`src/rtl/uart_tx.sv`:
```
// 8N1 UART transmitter with a small byte FIFO on the host side.
// The FIFO allows back-to-back frames with no idle gap between them.
module uart_tx #(
  parameter int unsigned CLKS_PER_BIT = 5208,
  parameter int unsigned FIFO_DEPTH   = 4
) (
  input  logic       clk,
  input  logic       reset,
  input  logic [7:0] tx_data,
  input  logic       tx_valid,
  output logic       tx_ready,
  output logic       tx,
  output logic       busy
);

  localparam int unsigned PtrW  = $clog2(FIFO_DEPTH);
  localparam int unsigned CntW  = PtrW + 1;
  localparam int unsigned BaudW = $clog2(CLKS_PER_BIT);
  localparam logic [BaudW-1:0] BaudMax = BaudW'(CLKS_PER_BIT - 1);
  localparam logic [CntW-1:0]  CntFull = CntW'(FIFO_DEPTH);

  typedef enum logic [1:0] {StIdle, StStart, StData, StStop} state_e;

  state_e           state_q;
  logic [7:0]       mem_q [FIFO_DEPTH];
  logic [PtrW-1:0]  wr_ptr_q;
  logic [PtrW-1:0]  rd_ptr_q;
  logic [CntW-1:0]  count_q;
  logic [BaudW-1:0] baud_cnt_q;
  logic [2:0]       bit_idx_q;
  logic [7:0]       shift_q;
  logic             tx_q;

  logic push;
  logic pop;
  logic fifo_nonempty;
  logic bit_done;

  assign fifo_nonempty = (count_q != '0);
  assign tx_ready      = (count_q != CntFull);
  assign push          = tx_valid && tx_ready;
  assign bit_done      = (baud_cnt_q == BaudMax);
  // The FSM only consumes a byte when it starts a frame.
  assign pop           = fifo_nonempty &&
                         ((state_q == StIdle) || ((state_q == StStop) && bit_done));
  assign tx            = tx_q;
  assign busy          = (state_q != StIdle) || fifo_nonempty;

  always_ff @(posedge clk) begin
    if (push) begin
      mem_q[wr_ptr_q] <= tx_data;
    end
  end

  always_ff @(posedge clk) begin
    if (reset) begin
      wr_ptr_q <= '0;
      rd_ptr_q <= '0;
      count_q  <= '0;
    end else begin
      if (push) begin
        wr_ptr_q <= wr_ptr_q + PtrW'(1);
      end
      if (pop) begin
        rd_ptr_q <= rd_ptr_q + PtrW'(1);
      end
      count_q <= count_q + CntW'(push) - CntW'(pop);
    end
  end

  always_ff @(posedge clk) begin
    if (reset) begin
      state_q    <= StIdle;
      tx_q       <= 1'b1;
      baud_cnt_q <= '0;
      bit_idx_q  <= '0;
      shift_q    <= '0;
    end else begin
      unique case (state_q)
        StIdle: begin
          tx_q       <= 1'b1;
          baud_cnt_q <= '0;
          if (fifo_nonempty) begin
            shift_q   <= mem_q[rd_ptr_q];
            bit_idx_q <= '0;
            tx_q      <= 1'b0;
            state_q   <= StStart;
          end
        end
        StStart: begin
          if (bit_done) begin
            baud_cnt_q <= '0;
            tx_q       <= shift_q[0];
            state_q    <= StData;
          end else begin
            baud_cnt_q <= baud_cnt_q + BaudW'(1);
          end
        end
        StData: begin
          if (bit_done) begin
            baud_cnt_q <= '0;
            shift_q    <= shift_q >> 1;
            bit_idx_q  <= bit_idx_q + 3'd1;
            if (bit_idx_q == 3'd7) begin
              tx_q    <= 1'b1;
              state_q <= StStop;
            end else begin
              tx_q <= shift_q[1];
            end
          end else begin
            baud_cnt_q <= baud_cnt_q + BaudW'(1);
          end
        end
        StStop: begin
          if (bit_done) begin
            baud_cnt_q <= '0;
            if (fifo_nonempty) begin
              shift_q   <= mem_q[rd_ptr_q];
              bit_idx_q <= '0;
              tx_q      <= 1'b0;
              state_q   <= StStart;
            end else begin
              state_q <= StIdle;
            end
          end else begin
            baud_cnt_q <= baud_cnt_q + BaudW'(1);
          end
        end
        default: state_q <= StIdle;
      endcase
    end
  end

endmodule

```
`config.mk`:
```
export PLATFORM = sky130hd
export DESIGN_NAME = uart_tx
export DESIGN_NICKNAME = d
export VERILOG_FILES = /design/src/rtl/uart_tx.sv
export SDC_FILE = /design/constraint.sdc
export NUM_CORES = 1
export LEC_CHECK = 0
export ABC_CLOCK_PERIOD_IN_PS = 2900
export CAP_MARGIN = 15
export CORE_MARGIN = 5
export CORE_UTILIZATION = 50
export CTS_CLUSTER_SIZE = 20
export DETAILED_ROUTE_END_ITERATION = 7
export GPL_ROUTABILITY_DRIVEN = 1
export PLACE_DENSITY = 0.68
export SYNTH_ARGS = -nofsm -noshare
export SYNTH_HDL_FRONTEND = slang
export SYNTH_SLANG_ARGS = --single-unit
```
`constraint.sdc`:
```
create_clock -name clk -period 2.9 [get_ports clk]
set_clock_uncertainty 0.05 [all_clocks]
set_input_delay 0.87 -clock clk [delete_from_list [all_inputs] [get_ports clk]]
set_output_delay 0.87 -clock clk [all_outputs]
set_load 0.01 [all_outputs]
```
==> results_dict.tcl, run 1 <==
set metrics [dict create \
    hp-class "flop to flop" \
    dp.cells 338 \
    crit_path_start_kind "flop" \
    reg2reg_depth 11 \
    grtUsageTotal 0.157 \
    areaGrowthSynthToFinish_pct 12.1 \
    cts_buffers 9 \
    clockBufferDepth 2 \
    synth_edf_count 32 \
    cts.sinks 68 \
    die_h_um 88.3 \
    final_nets 300 \
    min_period_ps 2780 \
    drive_above_1_share 0.151 \
    crit_type "flop to output port" \
    final_util 0.577 \
    fillerInstances 515 \
    yosys_register_bits 68 \
    critPathMaxStageDelay_ps 510 \
    io_buffers 13 \
    critPathBufInv 2 \
    setup_ws_ps 121 \
    hold_end "baud_cnt_q[0]$_SDFF_PP0_" \
    avgSynthCellArea_um2 12.0 \
    yosys_most_used_dff "dfxtp_1" \
    r2r_start "baud_cnt_q[0]$_SDFF_PP0_" \
    rsz0062_at_grt "no" \
    ir_drop_mv 0.600 \
    status "finished clean" \
    post_cts_resized 1 \
    viasPerCell 5.43 \
    critPathTopFamily "simple AND/OR/NAND/NOR gates" \
    row_count 28 \
    cts_tree "built" \
    power_density_nw_per_um2 822 \
    async_flop_share 0 \
    wl_per_cell_um 14.7 \
    yosys_warnings 0 \
    grt_pass1_vias 1974 \
    r2r_setup_slack_ps 300 \
    cp.arrival_ps 1860 \
    crit_chain "inv_1, ha_1, or4b_1, dlygate4sd2_1" \
    finalSetupViolations 0 \
    whs_path_depth 1 \
    pin_count 14 \
    maxSlewViolCount 0 \
    via_count 1923 \
    htree_levels 3 \
    insertion_delay_ps 340 \
    dr.pass1.iters 4 \
    routabilityCongestion 0.797 \
    finalNonFillerCells 354 \
    timing.slew.headroom 0.426 \
    core_region_area_um2 5960 \
    die_w_um 88.3 \
    worstMarginPinSlew_ps 857 \
    final_cell_mix "dfxtp_1, edfxtp_1, nor2_1, a21oi_1, o21ai_0" \
    insertedDiodeCount 0 \
    drtIter0Drc 181 \
    postCtsSetupRepairBufs 0 \
    dp_hpwl_um 3560 \
    r2r-end "count_q[2]$_SDFF_PP0_" \
    start_util 0.514 \
    antenna_found_initial 0 \
    grt_first_pass_wirelength_um 9160 \
    clkTransAtPathRegs_ps 70 \
    drc 0 \
    ys_seq_area_frac 0.549 \
    ys_types 49 \
    fmax_mhz 360 \
    layout_commonest_cell "dfxtp_1" \
    drt_wl_total_um 5210 \
    fin_crit_sh 0.958 \
    cpMaxStageDelayCell "or4b_1" \
    overflow 0 \
    min-delay-start "baud_cnt_q[0]$_SDFF_PP0_" \
    cp_max_fo 5 \
    cp.required_ps 1980 \
    cap_violations 0 \
    root_buffer "clkbuf_8" \
    syn_nets 281 \
    hold_viol 0 \
    synth_cells 255 \
    post-place-ws_ps -68.1 \
    ant_nets 0 \
    syn-cell-area_um2 3060 \
    dieArea_um2 7790 \
    grt_max_degree 24 \
    hold_buffers 0 \
    whs_ps 415 \
    total_power_mw 2.82 \
    p_leak_nw 1.17 \
    endpoint_kind "output port" \
]
sequential cells by signal, summed over array words and instances (netlist names), named ones only:
register	cells
baud_cnt_q	13
bit_idx_q	3
count_q	3
mem_q	32
rd_ptr_q	2
shift_q	8
state_q	2
tx	1
wr_ptr_q	2
cell families after synthesis:
family	Yosys count	synth area share
AO/OA/AOI/OAI	45	0.0870
XOR/XNOR	14	0.0400
adder cells (fa/ha/maj)	15	0.0637
buffers and inverters	22	0.0327
flip-flops	68	0.549
multiplexers	16	0.0878
AND/OR/NAND/NOR	75	0.140
worst max path at each step:
stage                     cells after the start               endpoint                      from
after detailed placement                     10  count_q[2]$_SDFF_PP0_                  tx_valid
final                                         4                   busy   state_q[0]$_SDFFE_PP0P_
after global routing                          4                   busy   state_q[1]$_SDFFE_PP0P_
after CTS                                     4                   busy   state_q[0]$_SDFFE_PP0P_
after global placement                       10  count_q[2]$_SDFF_PP0_                  tx_valid
after floorplan                              11  count_q[2]$_SDFF_PP0_  baud_cnt_q[0]$_SDFF_PP0_
layout make-up:
type,count,area [um^2],share of cell area
Multi-Input combinational cell,165,1280,0.373
Clock buffer,10,128,0.0372
Timing Repair Buffer,17,159,0.0463
Clock inverter,6,42.5,0.0124
Sequential cell,68,1680,0.490
Tap cell,75,93.8,0.0273
Inverter,13,48.8,0.0142
where the power goes:
part / switching, mW / internal, mW / leakage (nW) / total (mW)
Clock: 0.357 / 0.309 / 0.0822 / 0.666
Combinational: 0.448 / 0.437 / 0.496 / 0.885
Sequential: 0.115 / 1.16 / 0.587 / 1.27
Yosys cell counts (all sizes together) (2+ instances only):
library cell	instances	area share
nor4	3	0.0061
nand3	12	0.020
a21oi	19	0.032
mux2	7	0.026
edfxtp	32	0.31
clkbuf	4	0.0053
buf	4	0.0086
xor2	2	0.0057
or3	4	0.0098
o21ai	16	0.026
mux4	8	0.059
nor4b	2	0.011
dfxtp	36	0.24
and3	5	0.012
o221ai	2	0.0057
xnor2	12	0.034
nand2	9	0.011
inv	13	0.016
nor3	4	0.0082
ha	14	0.057
nor2	22	0.027
nand4	4	0.0082
nor2b	2	0.0041
metrics by stage:
stage / TNS [ps] / area, um^2
CTS: 0 / 3430
global route: 0 / 3430
floorplan: 0 / 3060
global placement: -23.8 / 3270
finish: 0 / 3430
detailed placement: -68.1 / 3270
per-layer routing:
metal	global-route usage	wire, um
met1	0.201	2370
met5	0	0
met3	0.0503	233
met2	0.242	2510
met4	0.0742	98
(Power assumes the default switching activity.)
==> run 2, diff against run 1 <==
--- a/constraint.sdc
+++ b/constraint.sdc
@@ -3,3 +3,3 @@
 set_input_delay 0.87 -clock clk [delete_from_list [all_inputs] [get_ports clk]]
 set_output_delay 0.87 -clock clk [all_outputs]
-set_load 0.01 [all_outputs]
+set_load 0.05 [all_outputs]
==> run 2 against run 1 <==
  * Worst setup slack better by 73 ps
  * Combinational power is 5.9% higher
  * Register-to-register slack hardly changed
  * Worst hold slack worse by 1.6 ps
  * Flip-flop and latch count stayed put
  * Final area is 0.98% higher
  * Count of clock-buffer cells in the layout is 1 higher
  * Maximum frequency is 2.7% higher
  * Via count is 0.10% higher
  * Non-clock buffer count stayed put
  * Power is 5.4% higher
==> results_dict.tcl, run 2 (synthesis gave the netlist of run 1 again) <==
set metrics [dict create \
    drive_above_1_share 0.154 \
    final_nets 300 \
    endpoint_kind "output port" \
    crit_chain "inv_1, ha_1, or4b_1, buf_4" \
    status "finished clean" \
    rsz0062_at_grt "no" \
    start_util 0.514 \
    final_cell_mix "dfxtp_1, edfxtp_1, nor2_1, a21oi_1, o21ai_0" \
    multi_input_area_um2 1280 \
    finalSetupViolations 0 \
    grtUsageTotal 0.144 \
    fmax_mhz 370 \
    drc 0 \
    whs_ps 413 \
    drtIter0Drc 160 \
    post-place-ws_ps -54.3 \
    hold_viol 0 \
    place_area_um2 3260 \
    hp-class "flop to flop" \
    root_buffer "clkbuf_8" \
    viasPerCell 5.44 \
    hold_buffers 0 \
    worstMarginPinSlew_ps 849 \
    cp.arrival_ps 1790 \
    clkTransAtPathRegs_ps 70 \
    crit_type "flop to output port" \
    pin_count 14 \
    layout_commonest_cell "dfxtp_1" \
    cts_tree "built" \
    areaGrowthSynthToFinish_pct 13.2 \
    setup_ws_ps 194 \
    insertedDiodeCount 0 \
    largest_register_ffs 32 \
    routabilityCongestion 0.804 \
    p_leak_nw 1.18 \
    cap_violations 0 \
    dp_hpwl_um 3480 \
    die_w_um 88.3 \
    row_count 28 \
    fin_area_um2 3470 \
    timing.slew.headroom 0.431 \
    wl_per_cell_um 14.2 \
    drt_wl_total_um 5030 \
    cts_buffers 9 \
    dr.pass1.iters 4 \
    fin_crit_sh 0.933 \
    crit_path_start_kind "flop" \
    htree_levels 3 \
    via_count 1925 \
    top_register "mem_q" \
    clockBufferDepth 2 \
    ant_nets 0 \
    grt_first_pass_wirelength_um 8630 \
    antenna_found_initial 0 \
    die_h_um 88.3 \
    grt_pass1_vias 1864 \
    overflow 0 \
    maxSlewViolCount 0 \
    io_buffers 13 \
    insertion_delay_ps 330 \
    ir_drop_mv 0.495 \
    reg_top3 "mem_q: 32 flops, baud_cnt_q: 13 flops, shift_q: 8 flops" \
    critPathMaxStageDelay_ps 530 \
    cts.sinks 68 \
    cp_max_fo 5 \
    grt_max_degree 24 \
    layout.area.seq_um2 1680 \
    fillerInstances 510 \
    power_density_nw_per_um2 858 \
    cp.required_ps 1980 \
    cpMaxStageDelayCell "or4b_1" \
    dieArea_um2 7790 \
    min_period_ps 2710 \
    core_region_area_um2 5960 \
]
run 2: layer usage:
| metal | GRT usage | wire, um |
|---|---|---|
| met4 | 0.0618 | 77 |
| met1 | 0.187 | 2420 |
| met3 | 0.0391 | 158 |
| met2 | 0.228 | 2370 |
| met5 | 0 | 0 |
run 2: critical path, delay by kind of cell, from the launching register on:
kind                     cells  cell delay [ps]
adder cells (fa/ha/maj)      1              220
buffers and inverters        2              370
flip-flops                   1              330
AND/OR/NAND/NOR              1              530
run 2: power breakdown:
group	switching, mW	internal, mW	total [mW]
registers	0.114	1.16	1.27
logic	0.499	0.438	0.937
clock network	0.347	0.422	0.769
run 2: cell type report:
class | instances | area share
well taps | 75 | 0.0271
flip-flops and latches | 68 | 0.485
clock buffers | 11 | 0.0408
clock inverters | 5 | 0.0177
inverters | 13 | 0.0141
multi-input cells | 165 | 0.369
repair buffers | 17 | 0.0462
run 2: final timing paths:
check                            from  slack (ps)                        to  depth (start not counted)
max           state_q[0]$_SDFFE_PP0P_         190                      busy                          4
min reg2reg  baud_cnt_q[0]$_SDFF_PP0_         410  baud_cnt_q[0]$_SDFF_PP0_                          1
min          baud_cnt_q[0]$_SDFF_PP0_         410  baud_cnt_q[0]$_SDFF_PP0_                          1
max reg2reg  baud_cnt_q[0]$_SDFF_PP0_         290     count_q[2]$_SDFF_PP0_                         11
run 2: repair_timing:
action / in CTS / in global routing
setup buffers: 0 / 0
gates resized for setup: 0 / 1
setup endpoints to repair: 0 / 1
run 2: stage by stage:
| step | TNS, ps | utilization | power, mW | instances |
|---|---|---|---|---|
| after floorplan | 0 | - | 2.02 | 255 |
| after global placement | -20.7 | 0.548 | 2.22 | 338 |
| after detailed placement | -54.3 | 0.548 | 2.23 | 338 |
| after CTS | 0 | 0.582 | 3.01 | 354 |
| after global routing | 0 | 0.582 | 3.18 | 354 |
| final | 0 | 0.582 | 2.98 | 354 |
==> run 3, diff against run 2 <==
Settings changed: CORE_UTILIZATION 50 to 30, PLACE_DENSITY 0.68 to unset, RECOVER_POWER set to 100.
==> run 3 against run 2 <==
  * Sequential power hardly changed
  * Register-to-register slack hardly changed
  * Critical path depth stayed put
  * Worst hold slack better by 9.8 ps
  * Worst setup slack worse by 53 ps
  * Final area is 1.6% higher
  * Combinational power is 0.6% lower
  * Sequential share of layout area is 0.76 points lower
  * Via count is 1.8% higher
  * Utilization is 23 points lower
==> results_dict.tcl, run 3 (synthesis gave the netlist of run 1 again) <==
set metrics [dict create \
    maxSlewViolCount 0 \
    postCtsSetupRepairBufs 0 \
    critPathMaxStageDelay_ps 540 \
    die_w_um 111 \
    clkTransAtPathRegs_ps 80 \
    crit_path_end "busy" \
    met1_usage 0.121 \
    fin_crit_sh 0.951 \
    start_util 0.311 \
    cp.arrival_ps 1840 \
    r2r-end "count_q[2]$_SDFF_PP0_" \
    dp_hpwl_um 3820 \
    io_buffers 13 \
    cts_buffers 9 \
    min_period_ps 2760 \
    reg_top3 "mem_q: 32 flops, baud_cnt_q: 13 flops, shift_q: 8 flops" \
    grt_first_pass_wirelength_um 9690 \
    hp-class "flop to flop" \
    wl_per_cell_um 13.6 \
    dieArea_um2 12300 \
    startpoint "state_q[0]$_SDFFE_PP0P_" \
    insertedDiodeCount 0 \
    antenna_found_initial 0 \
    drc 0 \
    fillerInstances 982 \
    worstMarginPinSlew_ps 865 \
    grtUsageTotal 0.0996 \
    ir_drop_mv 0.364 \
    timing.slew.headroom 0.421 \
    crit_chain "inv_1, ha_1, or4b_1, clkbuf_4" \
    post-place-ws_ps -51.9 \
    use_met2 0.156 \
    root_buffer "clkbuf_8" \
    row_count 36 \
    seqPwrFrac 0.421 \
    die_h_um 111 \
    insertion_delay_ps 350 \
    ant_nets 0 \
    p_comb_frac 0.308 \
    cap_violations 0 \
    top_usage_layer "met2" \
    power_density_nw_per_um2 857 \
    drt_wl_total_um 5610 \
    hold_viol 0 \
    r2r_start "baud_cnt_q[0]$_SDFF_PP0_" \
    drive_above_1_share 0.143 \
    reg2reg_depth 11 \
    swShare 0.342 \
    fmax_mhz 362 \
    use_met3 0.0382 \
    status "finished clean" \
    areaGrowthSynthToFinish_pct 15.0 \
    hold_buffers 0 \
    pin_count 14 \
    p_int_mw 1.99 \
    largest_register_ffs 32 \
    overflow 0 \
    netSwitchingPower_mw 1.03 \
    cp_max_fo 5 \
    multi_input_area_um2 1270 \
    viasPerCell 4.75 \
    via_count 1959 \
    cpMaxStageDelayCell "or4b_1" \
    cp.required_ps 1980 \
    finalSetupViolations 0 \
    top_register "mem_q" \
    post_cts_resized 1 \
    layout.area.seq_um2 1680 \
    grt_max_degree 24 \
    total_power_mw 3.02 \
    endpoint_kind "output port" \
    final_nets 300 \
    drtIter0Drc 65 \
    htree_levels 3 \
    layout_commonest_cell "dfxtp_1" \
    p_leak_nw 1.17 \
    r2r_setup_slack_ps 300 \
    cts.sinks 68 \
    grt_pass1_vias 1979 \
    crit_type "flop to output port" \
    setup_ws_ps 141 \
    dr.pass1.iters 4 \
    cts_tree "built" \
    pwr-share-clk 0.271 \
    rsz0062_at_grt "no" \
    core_region_area_um2 9860 \
    crit_path_start_kind "flop" \
    clockBufferDepth 2 \
    final_cell_mix "dfxtp_1, edfxtp_1, nor2_1, a21oi_1, o21ai_0" \
    routabilityCongestion 0.784 \
]
==> run 3: cell count changes in the layout (fill, tap and decap cells not counted), sizes merged <==
cell | previous run | this run
dlygate4sd2 | 0 | 1
dlymetal6s2s | 1 | 0
clkdlybuf4s50 | 11 | 1
clkinvlp | 3 | 2
buf | 5 | 2
inv | 13 | 17
clkbuf | 11 | 12
dlygate4sd3 | 0 | 10
clkinv | 1 | 0
==> run 3: layer usage <==
layer | up-vias | part of all wire
li1 | 975 | -
met1 | 946 | 0.46
met2 | 27 | 0.47
met3 | 11 | 0.045
met4 | 0 | 0.022
met5 | - | 0
==> run 3: cell type report <==
| cell class | instances | area share |
|---|---|---|
| repair buffers | 17 | 0.0423 |
| clock inverters | 7 | 0.0234 |
| inverters | 13 | 0.0138 |
| multi-input cells | 165 | 0.361 |
| well taps | 133 | 0.0472 |
| clock buffers | 9 | 0.0352 |
| flip-flops and latches | 68 | 0.477 |
==> run 3: worst min path at each step <==
stage,start,end,slack (ps),cells past startpoint
after floorplan,baud_cnt_q[0]$_SDFF_PP0_,baud_cnt_q[0]$_SDFF_PP0_,380,1
after global placement,baud_cnt_q[0]$_SDFF_PP0_,baud_cnt_q[0]$_SDFF_PP0_,400,1
after detailed placement,shift_q[0]$_SDFFE_PP0P_,shift_q[0]$_SDFFE_PP0P_,420,2
after CTS,shift_q[4]$_SDFFE_PP0P_,shift_q[4]$_SDFFE_PP0P_,430,2
after global routing,shift_q[6]$_SDFFE_PP0P_,shift_q[6]$_SDFFE_PP0P_,460,2
final,shift_q[3]$_SDFFE_PP0P_,shift_q[3]$_SDFFE_PP0P_,420,2
==> run 3: through the flow <==
| stage | TNS, ps | utilization | area [um^2] | instances | hold slack (ps) |
|---|---|---|---|---|---|
| final | 0 | 0.357 | 3520 | 412 | 423 |
| after CTS | 0 | 0.359 | 3540 | 412 | 426 |
| after floorplan | 0 | - | 3060 | 255 | 380 |
| after global placement | -21.9 | 0.338 | 3340 | 396 | 396 |
| after global routing | 0 | 0.357 | 3520 | 412 | 458 |
| after detailed placement | -51.9 | 0.338 | 3340 | 396 | 417 |
==> run 3: worst max-delay path: cells and delay by family, from the launching register on <==
family | cells | cell delay (ps)
fa+ha+maj | 1 | 220
buf+inv | 2 | 400
flops | 1 | 330
simple gates | 1 | 540
==> run 3: power groups by stage <==
stage          logic (mW)  clock network [mW]  registers (mW)
3_3_place_gp        0.946                   0            1.29
5_1_grt              1.05               0.886            1.30
4_1_cts             0.955               0.842            1.28
3_5_place_dp        0.957                   0            1.30
2_1_floorplan       0.766                   0            1.25
6_report            0.931               0.818            1.27
